File: config.mk
export PLATFORM = sky130hd
export DESIGN_NAME = pdh_adc_decimator_flat
export DESIGN_NICKNAME = d
export VERILOG_FILES = /design/src/rtl/pdh_adc_decimator_if.sv /design/src/rtl/pdh_adc_decimator.sv /design/src/flat_wrapper.sv
export SDC_FILE = /design/constraint.sdc
export NUM_CORES = 1
export LEC_CHECK = 0
export CORE_MARGIN = 10
export CORE_UTILIZATION = 42
export DETAILED_ROUTE_END_ITERATION = 6
export GPL_TIMING_DRIVEN = 0
export MAX_ROUTING_LAYER = met4
export PLACE_DENSITY = 0.59
export RECOVER_POWER = 25
export REMOVE_ABC_BUFFERS = 1
export SLEW_MARGIN = 20
export SYNTH_ARGS = -nofsm -noshare
export SYNTH_HDL_FRONTEND = slang
export SYNTH_SLANG_ARGS = --single-unit
File: constraint.sdc
create_clock -name clk -period 3.6 [get_ports clk]
set_clock_uncertainty 0.05 [all_clocks]
set_input_delay 0.9 -clock clk [delete_from_list [all_inputs] [get_ports clk]]
set_output_delay 0.9 -clock clk [all_outputs]
set_load 0.02 [all_outputs]
File: src/rtl/pdh_adc_decimator_if.sv
// AXI-Stream link carrying packed {chB,chA} block averages toward pdh_core.
// There is deliberately no tready: the consumer always accepts.
interface pdh_adc_decimator_if #(
    parameter int DATA_WIDTH = 32
);
    logic [DATA_WIDTH-1:0] tdata;
    logic                  tvalid;

    modport master (output tdata, output tvalid);
    modport slave  (input  tdata, input  tvalid);
endinterface

File: src/rtl/pdh_adc_decimator.sv
// Conditions two raw ADC channels and block-averages them by 2^N.
// Emits one packed {avgB, avgA} stream beat per completed block.
module pdh_adc_decimator #(
    parameter int ADC_WIDTH       = 14,
    parameter int OUT_WIDTH       = 16,
    parameter int MAX_LOG2        = 10,
    parameter int INVERT          = 1,
    parameter int FRAME_CNT_WIDTH = 16
) (
    input  logic                        clk,
    input  logic                        rst,
    input  logic signed [ADC_WIDTH-1:0] adc_dat_a_i,
    input  logic signed [ADC_WIDTH-1:0] adc_dat_b_i,
    input  logic                        en_i,
    input  logic [3:0]                  dec_log2_i,
    pdh_adc_decimator_if.master         m_axis,
    output logic [FRAME_CNT_WIDTH-1:0]  frame_cnt_o
);

    localparam int ACC_WIDTH = ADC_WIDTH + MAX_LOG2;
    localparam logic signed [ADC_WIDTH:0] S_MAX = (ADC_WIDTH+1)'((2**(ADC_WIDTH-1)) - 1);
    localparam logic signed [ADC_WIDTH:0] S_MIN = (ADC_WIDTH+1)'(-(2**(ADC_WIDTH-1)));
    localparam logic [3:0] N_MAX = 4'(MAX_LOG2);

    // Negating the most negative code would overflow, so it saturates to full-scale positive.
    function automatic logic signed [ADC_WIDTH-1:0] condition(input logic signed [ADC_WIDTH-1:0] raw);
        logic signed [ADC_WIDTH:0] ext;
        ext = {raw[ADC_WIDTH-1], raw};
        if (INVERT != 0) ext = -ext;
        if (ext > S_MAX)      ext = S_MAX;
        else if (ext < S_MIN) ext = S_MIN;
        return ADC_WIDTH'(ext);
    endfunction

    function automatic logic [OUT_WIDTH-1:0] average(input logic signed [ACC_WIDTH-1:0] sum,
                                                     input logic [3:0] n);
        logic signed [ADC_WIDTH-1:0] avg;
        avg = ADC_WIDTH'(sum >>> n);
        return OUT_WIDTH'(avg);
    endfunction

    logic signed [ADC_WIDTH-1:0]  s_a_q, s_a_d, s_b_q, s_b_d;
    logic                         v1_q, v1_d;
    logic [3:0]                   n_q, n_d;
    logic [MAX_LOG2-1:0]          cnt_q, cnt_d;
    logic signed [ACC_WIDTH-1:0]  acc_a_q, acc_a_d, acc_b_q, acc_b_d;
    logic [2*OUT_WIDTH-1:0]       tdata_q, tdata_d;
    logic                         tvalid_q, tvalid_d;
    logic [FRAME_CNT_WIDTH-1:0]   frame_q, frame_d;

    logic [3:0]                   decClamp;
    logic [MAX_LOG2-1:0]          lastCnt;
    logic                         blockEnd;
    logic signed [ACC_WIDTH-1:0]  extA, extB, sumA, sumB;

    assign decClamp = (dec_log2_i > N_MAX) ? N_MAX : dec_log2_i;
    assign lastCnt  = ~({MAX_LOG2{1'b1}} << n_q);
    assign blockEnd = v1_q && (cnt_q == lastCnt);
    assign extA     = ACC_WIDTH'(s_a_q);
    assign extB     = ACC_WIDTH'(s_b_q);
    // The first sample of a block replaces the stale accumulator instead of adding to it.
    assign sumA     = (cnt_q == '0) ? extA : acc_a_q + extA;
    assign sumB     = (cnt_q == '0) ? extB : acc_b_q + extB;

    always_comb begin
        s_a_d    = s_a_q;
        s_b_d    = s_b_q;
        v1_d     = en_i;
        n_d      = n_q;
        cnt_d    = cnt_q;
        acc_a_d  = acc_a_q;
        acc_b_d  = acc_b_q;
        tdata_d  = tdata_q;
        tvalid_d = 1'b0;
        frame_d  = frame_q;

        if (en_i) begin
            s_a_d = condition(adc_dat_a_i);
            s_b_d = condition(adc_dat_b_i);
        end

        // A decimation change or a gap in valid samples abandons the partial block.
        if (decClamp != n_q) begin
            n_d   = decClamp;
            cnt_d = '0;
        end else if (v1_q) begin
            acc_a_d = sumA;
            acc_b_d = sumB;
            cnt_d   = blockEnd ? '0 : cnt_q + 1'b1;
        end else begin
            cnt_d = '0;
        end

        if (blockEnd) begin
            tdata_d  = {average(sumB, n_q), average(sumA, n_q)};
            tvalid_d = 1'b1;
            frame_d  = frame_q + 1'b1;
        end
    end

    always_ff @(posedge clk) begin
        if (rst) begin
            s_a_q    <= '0;
            s_b_q    <= '0;
            v1_q     <= 1'b0;
            n_q      <= '0;
            cnt_q    <= '0;
            acc_a_q  <= '0;
            acc_b_q  <= '0;
            tdata_q  <= '0;
            tvalid_q <= 1'b0;
            frame_q  <= '0;
        end else begin
            s_a_q    <= s_a_d;
            s_b_q    <= s_b_d;
            v1_q     <= v1_d;
            n_q      <= n_d;
            cnt_q    <= cnt_d;
            acc_a_q  <= acc_a_d;
            acc_b_q  <= acc_b_d;
            tdata_q  <= tdata_d;
            tvalid_q <= tvalid_d;
            frame_q  <= frame_d;
        end
    end

    assign m_axis.tdata  = tdata_q;
    assign m_axis.tvalid = tvalid_q;
    assign frame_cnt_o   = frame_q;

endmodule
File: src/flat_wrapper.sv
// flat-port wrapper written by rule: the top's interface ports become plain ports
module pdh_adc_decimator_flat 
#(
    parameter int ADC_WIDTH       = 14,
    parameter int OUT_WIDTH       = 16,
    parameter int MAX_LOG2        = 10,
    parameter int INVERT          = 1,
    parameter int FRAME_CNT_WIDTH = 16
)
  (clk, rst, adc_dat_a_i, adc_dat_b_i, en_i, dec_log2_i, frame_cnt_o, m_axis_tdata, m_axis_tvalid);
  pdh_adc_decimator_if m_axis_i ();
  input  logic clk;
  input  logic rst;
  input  logic signed [ADC_WIDTH-1:0] adc_dat_a_i;
  input  logic signed [ADC_WIDTH-1:0] adc_dat_b_i;
  input  logic en_i;
  input  logic [3:0] dec_log2_i;
  output logic [FRAME_CNT_WIDTH-1:0] frame_cnt_o;
  output wire logic [$bits(m_axis_i.tdata)-1:0] m_axis_tdata;
  output wire logic [$bits(m_axis_i.tvalid)-1:0] m_axis_tvalid;
  assign m_axis_tdata = m_axis_i.tdata;
  assign m_axis_tvalid = m_axis_i.tvalid;
  pdh_adc_decimator #(.ADC_WIDTH(ADC_WIDTH), .OUT_WIDTH(OUT_WIDTH), .MAX_LOG2(MAX_LOG2), .INVERT(INVERT), .FRAME_CNT_WIDTH(FRAME_CNT_WIDTH)) u_core (.clk(clk), .rst(rst), .adc_dat_a_i(adc_dat_a_i), .adc_dat_b_i(adc_dat_b_i), .en_i(en_i), .dec_log2_i(dec_log2_i), .m_axis(m_axis_i), .frame_cnt_o(frame_cnt_o));
endmodule
# Word-level counts from Yosys, hierarchy flattened
# Index checks and enable logic that the tools add are counted.
# totals
input_bits,35
regBits,138
output_inout_bits,49
wordCells,43
# op_classes
n_eq_ne,2
addsub,6
n_bitwise,3
mux,10
shifts,3
magnitude_cmp,5
n_reduce_logical,4
# op_table
cell,n
two-way mux 14 bit,4
adder 24 x 14 -> 24 bit,2
two-way mux 24 bit,2
>>> shifter 24 x 4 -> 14 bit,2
> comparator 15 x 14 -> 1 bit (second input constant),2
< comparator 15 x 14 -> 1 bit (second input constant),2
two-way mux 15 bit,2
negation 14 -> 15 bit,2
adder 16 x 1 -> 16 bit (second input constant),1
adder 10 x 1 -> 10 bit (second input constant),1
== test 10 bit,1
zero test 10 bit,1
inverter 10 bit,1
<< shifter 10 x 4 -> 10 bit (first input constant),1
> comparator 4 bit (second input constant),1
two-way mux 4 bit,1
!= test 4 bit,1
OR reduction 4 bit,1
inverter 1 bit,2
AND reduction 2 bit,1
logical AND 1 bit,1
two-way mux 1 bit,1

# Longest topological paths before layout
# Gate-level depths: netlist of run 1.
# logic_depth
ltp_word,5
mapped_depth,15
ltp_nobuf,13

# Worst setup path before layout of run 1
# OpenSTA, ideal clock, no wires.
# synth_path
path_kind,reg-to-reg
start,register u_core.s_a_q[0]
end,register u_core.tdata_q[8] (netlist: u_core.m_axis.tdata[8])
path_stages_with_launch,13
arrival_ns,2.952
setup_slack_ns,0.519
period_less_slack_ns,3.081
t_required_ns,3.471
n_path_buf,0
cell_sequence,dfxtp_1 ha_1 inv_1 fa_1 nand2b_1 a21o_1 nor2b_4 o211ai_4 xor2_2 o221ai_2 mux4_2 a311o_1 a211oi_2
# synth_between
elab_chain_cells,3
# synth_rtl
element,line_no,text
from (decl),pdh_adc_decimator.sv:42,"logic signed [ADC_WIDTH-1:0] s_a_q, s_a_d, s_b_q, s_b_d;"
from (signal assigned),pdh_adc_decimator.sv:103,s_a_q <= '0;
from (signal assigned),pdh_adc_decimator.sv:114,s_a_q <= s_a_d;
adder 24 x 14 -> 24 bit,pdh_adc_decimator.sv:62,assign sumA = (cnt_q == '0) ? extA : acc_a_q + extA;
two-way mux 24 bit (*),pdh_adc_decimator.sv:62,
>>> shifter 24 x 4 -> 14 bit (*),pdh_adc_decimator.sv:38,avg = ADC_WIDTH'(sum >>> n);
to (signal assigned),pdh_adc_decimator.sv:121,tdata_q <= tdata_d;
to (decl),pdh_adc_decimator.sv:47,"logic [2*OUT_WIDTH-1:0] tdata_q, tdata_d;"
# Mark *: on every way between the ends. The rest lies on a longest branch, timed or not.
# A chain may end at the register's enable or synchronous reset.

# Worst setup path in the final report of run 1
# layout_path
start,register u_core.s_b_q[13]
end,register u_core.tdata_q[25] (netlist: u_core.m_axis.tdata[25])
# layout_between
elab_chain_cells,3
# layout_rtl
element,line_no,text
from (decl),pdh_adc_decimator.sv:42,
from (signal assigned),pdh_adc_decimator.sv:104,s_b_q <= '0;
from (signal assigned),pdh_adc_decimator.sv:115,s_b_q <= s_b_d;
adder 24 x 14 -> 24 bit,pdh_adc_decimator.sv:63,assign sumB = (cnt_q == '0) ? extB : acc_b_q + extB;
two-way mux 24 bit (*),pdh_adc_decimator.sv:63,
>>> shifter 24 x 4 -> 14 bit (*),pdh_adc_decimator.sv:38,
# Marked as above.

==> impl_results.md, run 1 <==
* Rows at 60
* Critical path depth in cells at 11
* Status: complete, but fails checks
* I/O pin count at 84
* Worst path slowest cell: dfxtp_4
* Clock root buffer: clkbuf_16
* N_diodes at 0
* Number of fill cells in the layout at 2,704
* Crit path time final at 3.48 ns
* Remaining DRCs at 0
* Ys flop type: dfxtp_1
* Worst-path clk slew at 0.06 ns
* Clock latency on the worst-skew pair at 0.44 ns
* Synth unique cells at 98
* CTS max path bufs at 2
* Cells after synthesis at 1,532
* R2R Setup Slk at 0.12 ns
* CP endpoint: u_core.m_axis.tdata[25]
* RePlAce Congestion at 0.950
* Synth warn at 0
* Placed Cells at 1,853
* Rel. slew slack at -20.0%
* Total vias in the final route at 12,000
* Min-Delay Path Class: reg2reg
* CTS Sinks at 136
* Initial Util at 42.8%
* Max stage delay on crit path at 0.51 ns
* CTS H-tree depth at 4
* Crit path DAT at 3.81 ns
* Gr usage total at 21.9%
* Worst-path fanout max at 18
* Syn_area_per_cell at 7.55 um2
* WL final at 39,600 um
* Routed WL per cell at 20.8 um
* Synth top area share at 23.6%
* CP top delay family: compound AO/OA/AOI/OAI gates
* Worst-margin pin slew at 1.80 ns
* Worst-path cell chain: ha_2 > a21o_1 > a31oi_1 > o31a_1 > a41oi_2 > xnor2_2 > a221oi_2 > mux2_2 > o22ai_1 > a211oi_1 > o311a_1
* Share of cells above drive strength 1 at 10.9%
* Peak supply drop at 318 uV
* Failing checks: capacitance limit, slew limit
* Total of max-cap violations at 1
* Flops & latches, synth at 136
* Hold Fails Final Rpt at 0
* # nets final at 1,640
* Synthesized cell area at 0.0116 mm2
* Post-route antenna net violation count at 0
* IO buf count at 83
* Worst setup path start: u_core.s_b_q[13]
* Die X-Extent at 186 um
* Critical Path RT at 3.92 ns
* Grt ovf at 0
* Asr flop ratio synth at 0%
* Critical path startpoint category: flop
* WP buf/inv at 0
* Core footprint at 0.0270 mm2
* Period utilization at 96.7%
* Drt via density at 6.31
* Die footprint at 0.0346 mm2
* Max Transition Viols Final at 46
* LEAKAGE at 5.26 nW
* Synth top area cells: dfxtp_1 24%, nor2_1 7.1%, ha_1 5.7%
* Final setup violation count at 0
* Area Overhead vs Synth at 17.0%
* Pin count of the biggest net entering global routing at 64
* Cell Pwr Density at 331 mW/mm2
* EDFF count, synth at 0
* CTS tree: done
* R2r endpoint: u_core.m_axis.tdata[25]
* Biggest area consumer among synthesized cells: dfxtp_1
* Power Total at 4.48 mW
* Drt initial violations at 1,334
* F_max at 287 MHz
* First-pass GRT wire length at 59,200 um
* CP Capture Type: flop
* Sequential element share of the synthesized area at 23.6%
* CTS Buf Count at 17
* Hpwl dp at 26,600 um
* Setup CP Type: reg2reg
* Initial antenna violation count at 0
* Pre-Repair DR Iteration Count at 6
* Final Non-Filler Cells at 1,904
* Die Y at 186 um
* Vias in the first global route at 11,000
* R2r worst-path depth at 11
* Reg2reg start: u_core.s_b_q[13]
-- Yosys cell counts, types with 20 or more instances --
cell type	instances
nor2_1	219
nand2_1	138
dfxtp_1	136
a21oi_1	103
o21ai_0	73
clkbuf_1	68
ha_1	53
nor3_1	50
a211oi_1	45
nand3_1	44
mux2i_1	39
xor2_1	34
xnor2_1	33
inv_1	31
a21o_1	23
o211ai_1	23
buf_2	20
o22ai_1	20
-- worst min-delay path: stages (launching register included) --
cell and delay [ns]:
dfxtp_1 0.31, nand2_1 0.05, a21oi_1 0.05
-- timing repair --
item	CTS	global route
setup buffers	0	12
gates cloned	3	4
endpoints found under the setup margin	56	51
gates resized for setup	17	43
hold buffers	0	0
pin swaps	1	9
-- how the worst min path moves through the flow --
stage	cells after the start	start	endpoint	slack, ns
finish	2	u_core.acc_b_q[16]	u_core.acc_b_q[16]	0.41
CTS	2	u_core.acc_b_q[16]	u_core.acc_b_q[16]	0.41
detailed placement	2	u_core.acc_b_q[16]	u_core.acc_b_q[16]	0.41
floorplan	2	u_core.acc_b_q[16]	u_core.acc_b_q[16]	0.38
global route	2	u_core.acc_b_q[16]	u_core.acc_b_q[16]	0.42
global placement	2	u_core.acc_a_q[8]	u_core.acc_a_q[8]	0.40
-- power by group --
| part | total [mW] | leakage, nW | switching (mW) | internal (mW) |
|---|---|---|---|---|
| Combinational | 0.816 | 3.82 | 0.498 | 0.318 |
| Sequential | 1.61 | 1.11 | 0.0621 | 1.55 |
| Clock | 2.05 | 0.331 | 0.723 | 1.33 |
| Total | 4.48 | 5.26 | 1.28 | 3.19 |
-- area by class of cell --
cell class              instances  area (um2)  area share (%)
repair inverters                1        5.00          0.0370
inverters                      33         138            1.02
repair buffers                101        1050            7.80
flip-flops and latches        136        2740            20.3
clock inverters                 9         184            1.36
clock buffers                  23         498            3.68
well taps                     341         427            3.15
multi-input cells            1260        8480            62.7
-- through the flow --
step	hold WS (ns)	setup TNS (ns)	instance area [um2]	util, %	setup WS, ns
floorplan	0.380	-91.60	11000	-	-1.37
global placement	0.400	-401.53	12300	45.5	-4.28
detailed placement	0.405	-23.88	12500	46.1	-0.924
CTS	0.414	0	13200	48.9	0.00444
global route	0.419	-0.00244	13500	50.1	-0.00244
finish	0.410	0	13500	50.1	0.117
-- sequential cells by signal, summed over array words and instances, names as in the netlist --
register / count
u_core.cnt_q: 10
u_core.m_axis.tvalid: 1
u_core.n_q: 4
u_core.v1_q: 1
u_core.acc_b_q: 24
u_core.m_axis.tdata: 28
u_core.s_a_q: 14
u_core.frame_cnt_o: 16
u_core.acc_a_q: 24
u_core.s_b_q: 14
-- metal layers --
layer,global-route usage [%],up-vias,wire (um)
li1,-,5736,-
met1,29.0,5691,18000
met2,33.0,529,17100
met3,4.06,64,3470
met4,7.03,0,969
met5,-,-,0
-- cell usage in the layout, fill, tap and decap left out, types with 11 or more instances in the layout --
cell / instances
nor4_1: 19
a211o_1: 11
buf_4: 13
and2_1: 14
ha_1: 50
or3_1: 19
xor2_1: 33
nor2_1: 215
dlygate4sd3_1: 42
nand2b_1: 15
nand4_1: 16
mux2i_1: 37
a31oi_1: 17
nand2_1: 136
o22ai_1: 20
and3_1: 15
a211oi_1: 45
clkbuf_16: 17
clkdlybuf4s50_1: 39
nor3_1: 49
a21o_1: 23
nor2b_1: 13
o211ai_1: 23
inv_1: 29
o21ai_0: 72
xnor2_1: 29
dfxtp_1: 129
a21oi_1: 98
nand3_1: 43
-- cells by family (layout without fill, tap and decap cells) --
group	Yosys count	in the layout	share of synthesized area [%]
buffers and inverters	142	167	5.63
adder cells (fa/ha/maj)	55	55	6.08
AO/OA/AOI/OAI	467	467	28.5
flip-flops	136	136	23.6
AND/OR/NAND/NOR	605	611	24.8
multiplexers	59	59	6.30
XOR/XNOR	68	68	5.22
No activity file was read; power rests on OpenSTA's default activity.
==> run 2, diff against run 1 <==
--- a/config.mk
+++ b/config.mk
@@ -17,3 +17,4 @@
 export SYNTH_ARGS = -nofsm -noshare
 export SYNTH_HDL_FRONTEND = slang
 export SYNTH_SLANG_ARGS = --single-unit
+export TNS_END_PERCENT = 10
==> run 2 against run 1 <==
Effect of this change:
- the run ends with capacitance limit, slew limit, setup timing left
- fmax shrank 3.5%
- cell area shrank 1.0%
- hold slack gained 0.0016 ns
- first-iteration DRC count shrank 8.0%
- register-to-register slack lost 0.13 ns
- combinational power shrank 2%
- via count shrank 1.2%
- critical path type unchanged
==> impl_results.md, run 2 (same netlist as run 1, synthesis figures left out) <==
* Rel. slew slack at -20.5% (was -20.0%)
* N_diodes at 0 (unchanged)
* Status: complete, but fails checks (unchanged)
* Most frequent cells in the layout: 215 x nor2_1, 136 x nand2_1, 130 x dfxtp_1 (was 215 x nor2_1, 136 x nand2_1, 129 x dfxtp_1)
* Pre-Repair DR Iteration Count at 6 (unchanged)
* Area Overhead vs Synth at 15.8% (was 17.0%)
* Final setup violation count at 2 (was 0)
* Clock root buffer: clkbuf_16 (unchanged)
* Worst-path cell chain: inv_1 > ha_1 > nor4b_4 > nand3_4 > nor2_2 > a221oi_2 > mux2_2 > mux2i_1 > or2_1 > a31oi_1 (was ha_2 > a21o_1 > a31oi_1 > o31a_1 > a41oi_2 > xnor2_2 > a221oi_2 > mux2_2 > o22ai_1 > a211oi_1 > o311a_1)
* Grt ovf at 0 (unchanged)
* Max stage delay on crit path at 0.70 ns (was 0.51 ns)
* CTS Buf Count at 17 (unchanged)
* Min-Delay Path Class: reg2reg (unchanged)
* # nets final at 1,628 (was 1,640)
* Clock latency on the worst-skew pair at 0.43 ns (was 0.44 ns)
* Total of max-cap violations at 1 (unchanged)
* Post-route antenna net violation count at 0 (unchanged)
* Cell Pwr Density at 333 mW/mm2 (was 331 mW/mm2)
* Worst-margin pin slew at 1.81 ns (was 1.80 ns)
* Initial antenna violation count at 0 (unchanged)
* Min Hold Slack at 0.412 ns (was 0.410 ns)
* Critical Path RT at 3.84 ns (was 3.92 ns)
* Max Transition Viols Final at 46 (unchanged)
* I/O pin count at 84 (unchanged)
* Die footprint at 0.0346 mm2 (unchanged)
* Pint at 3.18 mW (was 3.19 mW)
* Total vias in the final route at 11,900 (was 12,000)
* Remaining DRCs at 0 (unchanged)
* Drt via density at 6.28 (was 6.31)
* CTS tree: done (unchanged)
* Clock power share at 46.0% (was 45.8%)
* IO buf count at 83 (unchanged)
* Gr usage total at 21.5% (was 21.9%)
* Share of cells above drive strength 1 at 9.67% (was 10.9%)
* Die X-Extent at 186 um (unchanged)
* Max reg flops at 28 (unchanged)
* CTS H-tree depth at 4 (unchanged)
* Unrepaired setup endpoints after global routing: yes
* Worst-path clk slew at 0.06 ns (about the same)
* Failing checks: capacitance limit, slew limit, setup timing (was capacitance limit, slew limit)
* Crit path time final at 3.61 ns (was 3.48 ns)
* Rows at 60 (unchanged)
* Net Sw Frac at 28.5% (was 28.7%)
* Vias in the first global route at 10,800 (was 11,000)
* Gate power share at 17.9% (was 18.2%)
* RePlAce Congestion at 0.950 (unchanged)
* CTS Sinks at 136 (unchanged)
* F_max at 277 MHz (was 287 MHz)
* WL final at 39,000 um (was 39,600 um)
* CP Capture Type: flop (unchanged)
* Power Total at 4.46 mW (was 4.48 mW)
* Critical path startpoint category: flop (unchanged)
* Setup CP Type: reg2reg (unchanged)
* Pin count of the biggest net entering global routing at 64 (unchanged)
* Core footprint at 0.0270 mm2 (unchanged)
* Peak supply drop at 312 uV (was 318 uV)
* LEAKAGE at 5.18 nW (was 5.26 nW)
* Sequential Power Share at 36.1% (was 35.9%)
* Worst-path fanout max at 16 (was 18)
* Commonest non-fill, non-tap cell in the layout: nor2_1 (unchanged)
* Final worst slack at -0.0100 ns (was 0.117 ns)
* Utilization after layout at 49.5% (was 50.1%)
* Routed WL per cell at 20.6 um (was 20.8 um)
* CTS max path bufs at 2 (unchanged)
* P_sw at 1.27 mW (was 1.28 mW)
* Die Y at 186 um (unchanged)
* First-pass GRT wire length at 58,300 um (was 59,200 um)
* Worst path slowest cell: nor2_2 (was dfxtp_4)
* Drt initial violations at 1,227 (was 1,334)
* Crit path DAT at 3.85 ns (was 3.81 ns)
* Hold Fails Final Rpt at 0 (unchanged)
* Initial Util at 42.8% (unchanged)
* Period utilization at 100% (was 96.7%)
* Hpwl dp at 26,600 um (unchanged)
==> run 2: worst paths after layout <==
kind	from	slack [ns]	depth (start not counted)	to
worst max-delay path	u_core.cnt_q[0]	-0.01	10	u_core.m_axis.tdata[19]
worst min-delay path	u_core.acc_a_q[8]	0.41	2	u_core.acc_a_q[8]
worst max register to register	u_core.cnt_q[0]	-0.01	10	u_core.m_axis.tdata[19]
worst min register to register	u_core.acc_a_q[8]	0.41	2	u_core.acc_a_q[8]
==> run 2: worst max-delay path: cells and delay by family, from the launching register on <==
kind / cells / cell delay, ns
multiplexers: 2 / 0.66
AO/OA/AOI/OAI: 2 / 0.21
adder cells (fa/ha/maj): 1 / 0.15
AND/OR/NAND/NOR: 4 / 1.91
flip-flops: 1 / 0.36
buffers and inverters: 1 / 0.10
==> run 2: per-stage QoR <==
stage / instance area, um2 / std cells / setup TNS, ns / setup slack (ns)
after global placement: 12300 / 1847 / -401.53 / -4.28
final: 13400 / 1892 / -0.0193 / -0.0100
after detailed placement: 12500 / 1853 / -23.88 / -0.924
after floorplan: 11000 / 1423 / -91.60 / -1.37
after global routing: 13400 / 1892 / -0.993 / -0.137
after CTS: 13200 / 1885 / -0.408 / -0.0852
==> run 2: cell type report <==
| type | instances | area (um2) |
|---|---|---|
| Fill cell | 2718 | 13600 |
| Multi-Input combinational cell | 1259 | 8420 |
| Sequential cell | 136 | 2740 |
| Timing Repair Buffer | 90 | 972 |
| Clock buffer | 23 | 498 |
| Tap cell | 341 | 427 |
| Clock inverter | 9 | 184 |
| Inverter | 33 | 138 |
| Timing Repair inverter | 1 | 5.00 |
==> run 2: power groups by stage <==
stage	Combinational (mW)	Clock (mW)	Sequential [mW]
after floorplan	0.490	0	1.63
after global placement	0.732	0	1.65
after detailed placement	0.762	0	1.64
after CTS	0.767	2.08	1.61
after global routing	0.868	2.14	1.61
final	0.798	2.05	1.61
==> run 2: repair_timing <==
action / in CTS / in global routing
setup buffers: 0 / 1
pin swaps: 0 / 4
setup endpoints to repair: 56 / 56
hold buffers: 0 / 0
gates cloned: 0 / 6
resized for setup: 11 / 36
==> run 2: layer usage <==
metal,global-route usage [%],share of wire [%]
met5,-,0
met1,28.6,46
met3,3.45,8.8
met2,32.6,43
met4,6.71,2.2
==> run 3, diff against run 2 <==
--- a/config.mk
+++ b/config.mk
@@ -9,6 +9,7 @@
 export CORE_UTILIZATION = 42
 export DETAILED_ROUTE_END_ITERATION = 6
 export GPL_TIMING_DRIVEN = 0
+export HOLD_SLACK_MARGIN = 0.02
 export MAX_ROUTING_LAYER = met4
 export PLACE_DENSITY = 0.59
 export RECOVER_POWER = 25
==> constraint.sdc (replaced) <==
create_clock -name clk -period 4.2 [get_ports clk]
set_clock_uncertainty 0.05 [all_clocks]
set_input_delay 1.05 -clock clk [delete_from_list [all_inputs] [get_ports clk]]
set_output_delay 1.05 -clock clk [all_outputs]
set_load 0.02 [all_outputs]
==> run 3 against run 2 <==
Effect of this change:
- the flow finishes with violations (capacitance limit, slew limit)
- wire length shrank 5.9%
- total power shrank 15%
- critical path depth grew 1
- critical path type unchanged
- die area is the same
- largest cell class unchanged
- via count shrank 2.5%
- worst setup slack gained 0.13 ns
- first-iteration DRC count shrank 5.9%
- final cell count shrank 0.37%
- count of clock-buffer cells in the layout is the same
- global-route usage shrank 0.055 points
==> impl_results.md, run 3 (same netlist as run 1, synthesis figures left out) <==
* Status: complete, but fails checks (unchanged)
* Failing checks: capacitance limit, slew limit (was capacitance limit, slew limit, setup timing)
* Initial Util at 42.8% (unchanged)
* Min-Delay Path Class: reg2reg (unchanged)
* Worst-path clk slew at 0.06 ns (about the same)
* LEAKAGE at 5.12 nW (was 5.18 nW)
* Remaining DRCs at 0 (unchanged)
* Share of cells above drive strength 1 at 7.38% (was 9.67%)
* Min Hold Slack at 0.410 ns (was 0.412 ns)
* # nets final at 1,621 (was 1,628)
* Critical path startpoint category: flop (unchanged)
* Hold Path Stages at 2 (unchanged)
* CTS Sinks at 136 (unchanged)
* WL final at 36,700 um (was 39,000 um)
* Period utilization at 97.1% (was 100%)
* First-pass GRT wire length at 58,100 um (was 58,300 um)
* R2r worst-path depth at 11 (was 10)
* N_diodes at 0 (unchanged)
* Pre-Repair DR Iteration Count at 5 (was 6)
* Hold Fails Final Rpt at 0 (unchanged)
* CTS Buf Count at 17 (unchanged)
* CTS max path bufs at 2 (unchanged)
* Rel. slew slack at -19.8% (was -20.5%)
* Total of max-cap violations at 1 (unchanged)
* Dpl ws at -0.324 ns (was -0.924 ns)
* Register Area at 0.00273 mm2 (was 0.00274 mm2)
* Worst Min Path Start: u_core.acc_b_q[16] (was u_core.acc_a_q[8])
* Final worst slack at 0.124 ns (was -0.0100 ns)
* Total negative setup slack at 0 ns (was -0.0193 ns)
* Crit path time final at 4.08 ns (was 3.61 ns)
* Hold-fix buffers at CTS at 0 (unchanged)
* Total vias in the final route at 11,600 (was 11,900)
* IO buf count at 83 (unchanged)
* Clock root buffer: clkbuf_16 (unchanged)
* Die Y at 186 um (unchanged)
* Final Non-Filler Cells at 1,885 (was 1,892)
* Core footprint at 0.0270 mm2 (unchanged)
* Number of fill cells in the layout at 2,714 (was 2,718)
* Worst setup path start: u_core.s_b_q[13] (was u_core.cnt_q[0])
* Drt via density at 6.14 (was 6.28)
* Vias in the first global route at 10,800 (about the same)
* Power Total at 3.80 mW (was 4.46 mW)
* Area Overhead vs Synth at 13.7% (was 15.8%)
* CTS tree: done (unchanged)
* Gr usage total at 21.4% (was 21.5%)
* Die X-Extent at 186 um (unchanged)
* Cell Pwr Density at 289 mW/mm2 (was 333 mW/mm2)
* Initial antenna violation count at 0 (unchanged)
* Pin count of the biggest net entering global routing at 64 (unchanged)
* Clock latency on the worst-skew pair at 0.43 ns (about the same)
* F_max at 245 MHz (was 277 MHz)
* Placed Cells at 1,853 (unchanged)
* Unrepaired setup endpoints after global routing: no (was yes)
* Critical Path RT at 4.43 ns (was 3.84 ns)
* Reg2reg start: u_core.s_b_q[13] (was u_core.cnt_q[0])
* RePlAce Congestion at 0.950 (unchanged)
* Post-route antenna net violation count at 0 (unchanged)
* CTS H-tree depth at 4 (unchanged)
* Final setup violation count at 0 (was 2)
* Max Transition Viols Final at 46 (unchanged)
* Rows at 60 (unchanged)
* Hpwl dp at 26,600 um (unchanged)
* Design area at 0.0131 mm2 (was 0.0134 mm2)
* Drt initial violations at 1,155 (was 1,227)
* Die footprint at 0.0346 mm2 (unchanged)
* Worst-path fanout max at 18 (was 16)
* Most frequent cells in the layout: 217 x nor2_1, 138 x nand2_1, 131 x dfxtp_1 (was 215 x nor2_1, 136 x nand2_1, 130 x dfxtp_1)
* Multi-input logic area at 0.00821 mm2 (was 0.00842 mm2)
* Peak supply drop at 277 uV (was 312 uV)
* Setup CP Type: reg2reg (unchanged)
* Worst-margin pin slew at 1.80 ns (was 1.81 ns)
* CP Capture Type: flop (unchanged)
* Max reg flops at 28 (unchanged)
* Routed WL per cell at 19.5 um (was 20.6 um)
* Grt ovf at 0 (unchanged)
* Crit path DAT at 4.30 ns (was 3.85 ns)
* Commonest non-fill, non-tap cell in the layout: nor2_1 (unchanged)
* Post-DP Area at 0.0125 mm2 (unchanged)
* Utilization after layout at 48.6% (was 49.5%)
* I/O pin count at 84 (unchanged)
-- run 3: changes by cell type in the layout (fill, tap and decap cells not counted), sizes merged, moves of 2 or more --
cell	change
clkdlybuf4s50	-7
dlygate4sd3	+7
and3	-3
clkinvlp	-2
nand3	-2
-- run 3: worst paths after layout --
| kind | endpoint | slack, ns |
|---|---|---|
| max | u_core.m_axis.tdata[19] | 0.12 |
| min | u_core.acc_b_q[16] | 0.41 |
| max reg2reg | u_core.m_axis.tdata[19] | 0.12 |
| min reg2reg | u_core.acc_b_q[16] | 0.41 |
-- run 3: where the power goes --
| part | internal, mW | total (mW) | switching, mW |
|---|---|---|---|
| Combinational | 0.260 | 0.664 | 0.404 |
| Clock | 1.14 | 1.76 | 0.617 |
| Sequential | 1.33 | 1.38 | 0.0524 |
| Total | 2.72 | 3.80 | 1.07 |
-- run 3: worst max-delay path: stages, from the launching register on --
cell,delay (ns)
dfxtp_1,0.86
ha_1,0.50
a21o_1,0.25
a31oi_1,0.33
o31a_1,0.20
a41oi_1,0.06
xnor2_1,0.53
a221oi_2,0.21
mux2_2,0.35
mux2i_1,0.34
or2_1,0.16
a31oi_1,0.07
-- run 3: repair_timing --
action / in CTS / in global routing
buffers inserted: 0 / 0
endpoints found under the setup margin: 11 / 17
gates resized for setup: 2 / 2
cloned: 0 / 0
-- run 3: per-layer routing --
metal	track usage, %	part of all wire [%]
met1	28.5	47
met2	32.5	43
met3	3.45	7.1
met4	6.71	2.0
met5	-	0
-- run 3: area by class of cell --
class | instances | share of cell area [%]
Clock buffer | 23 | 3.79
Clock inverter | 9 | 1.40
Inverter | 33 | 0.971
Multi-Input combinational cell | 1254 | 62.5
Sequential cell | 136 | 20.8
Tap cell | 341 | 3.25
Timing Repair Buffer | 89 | 7.34
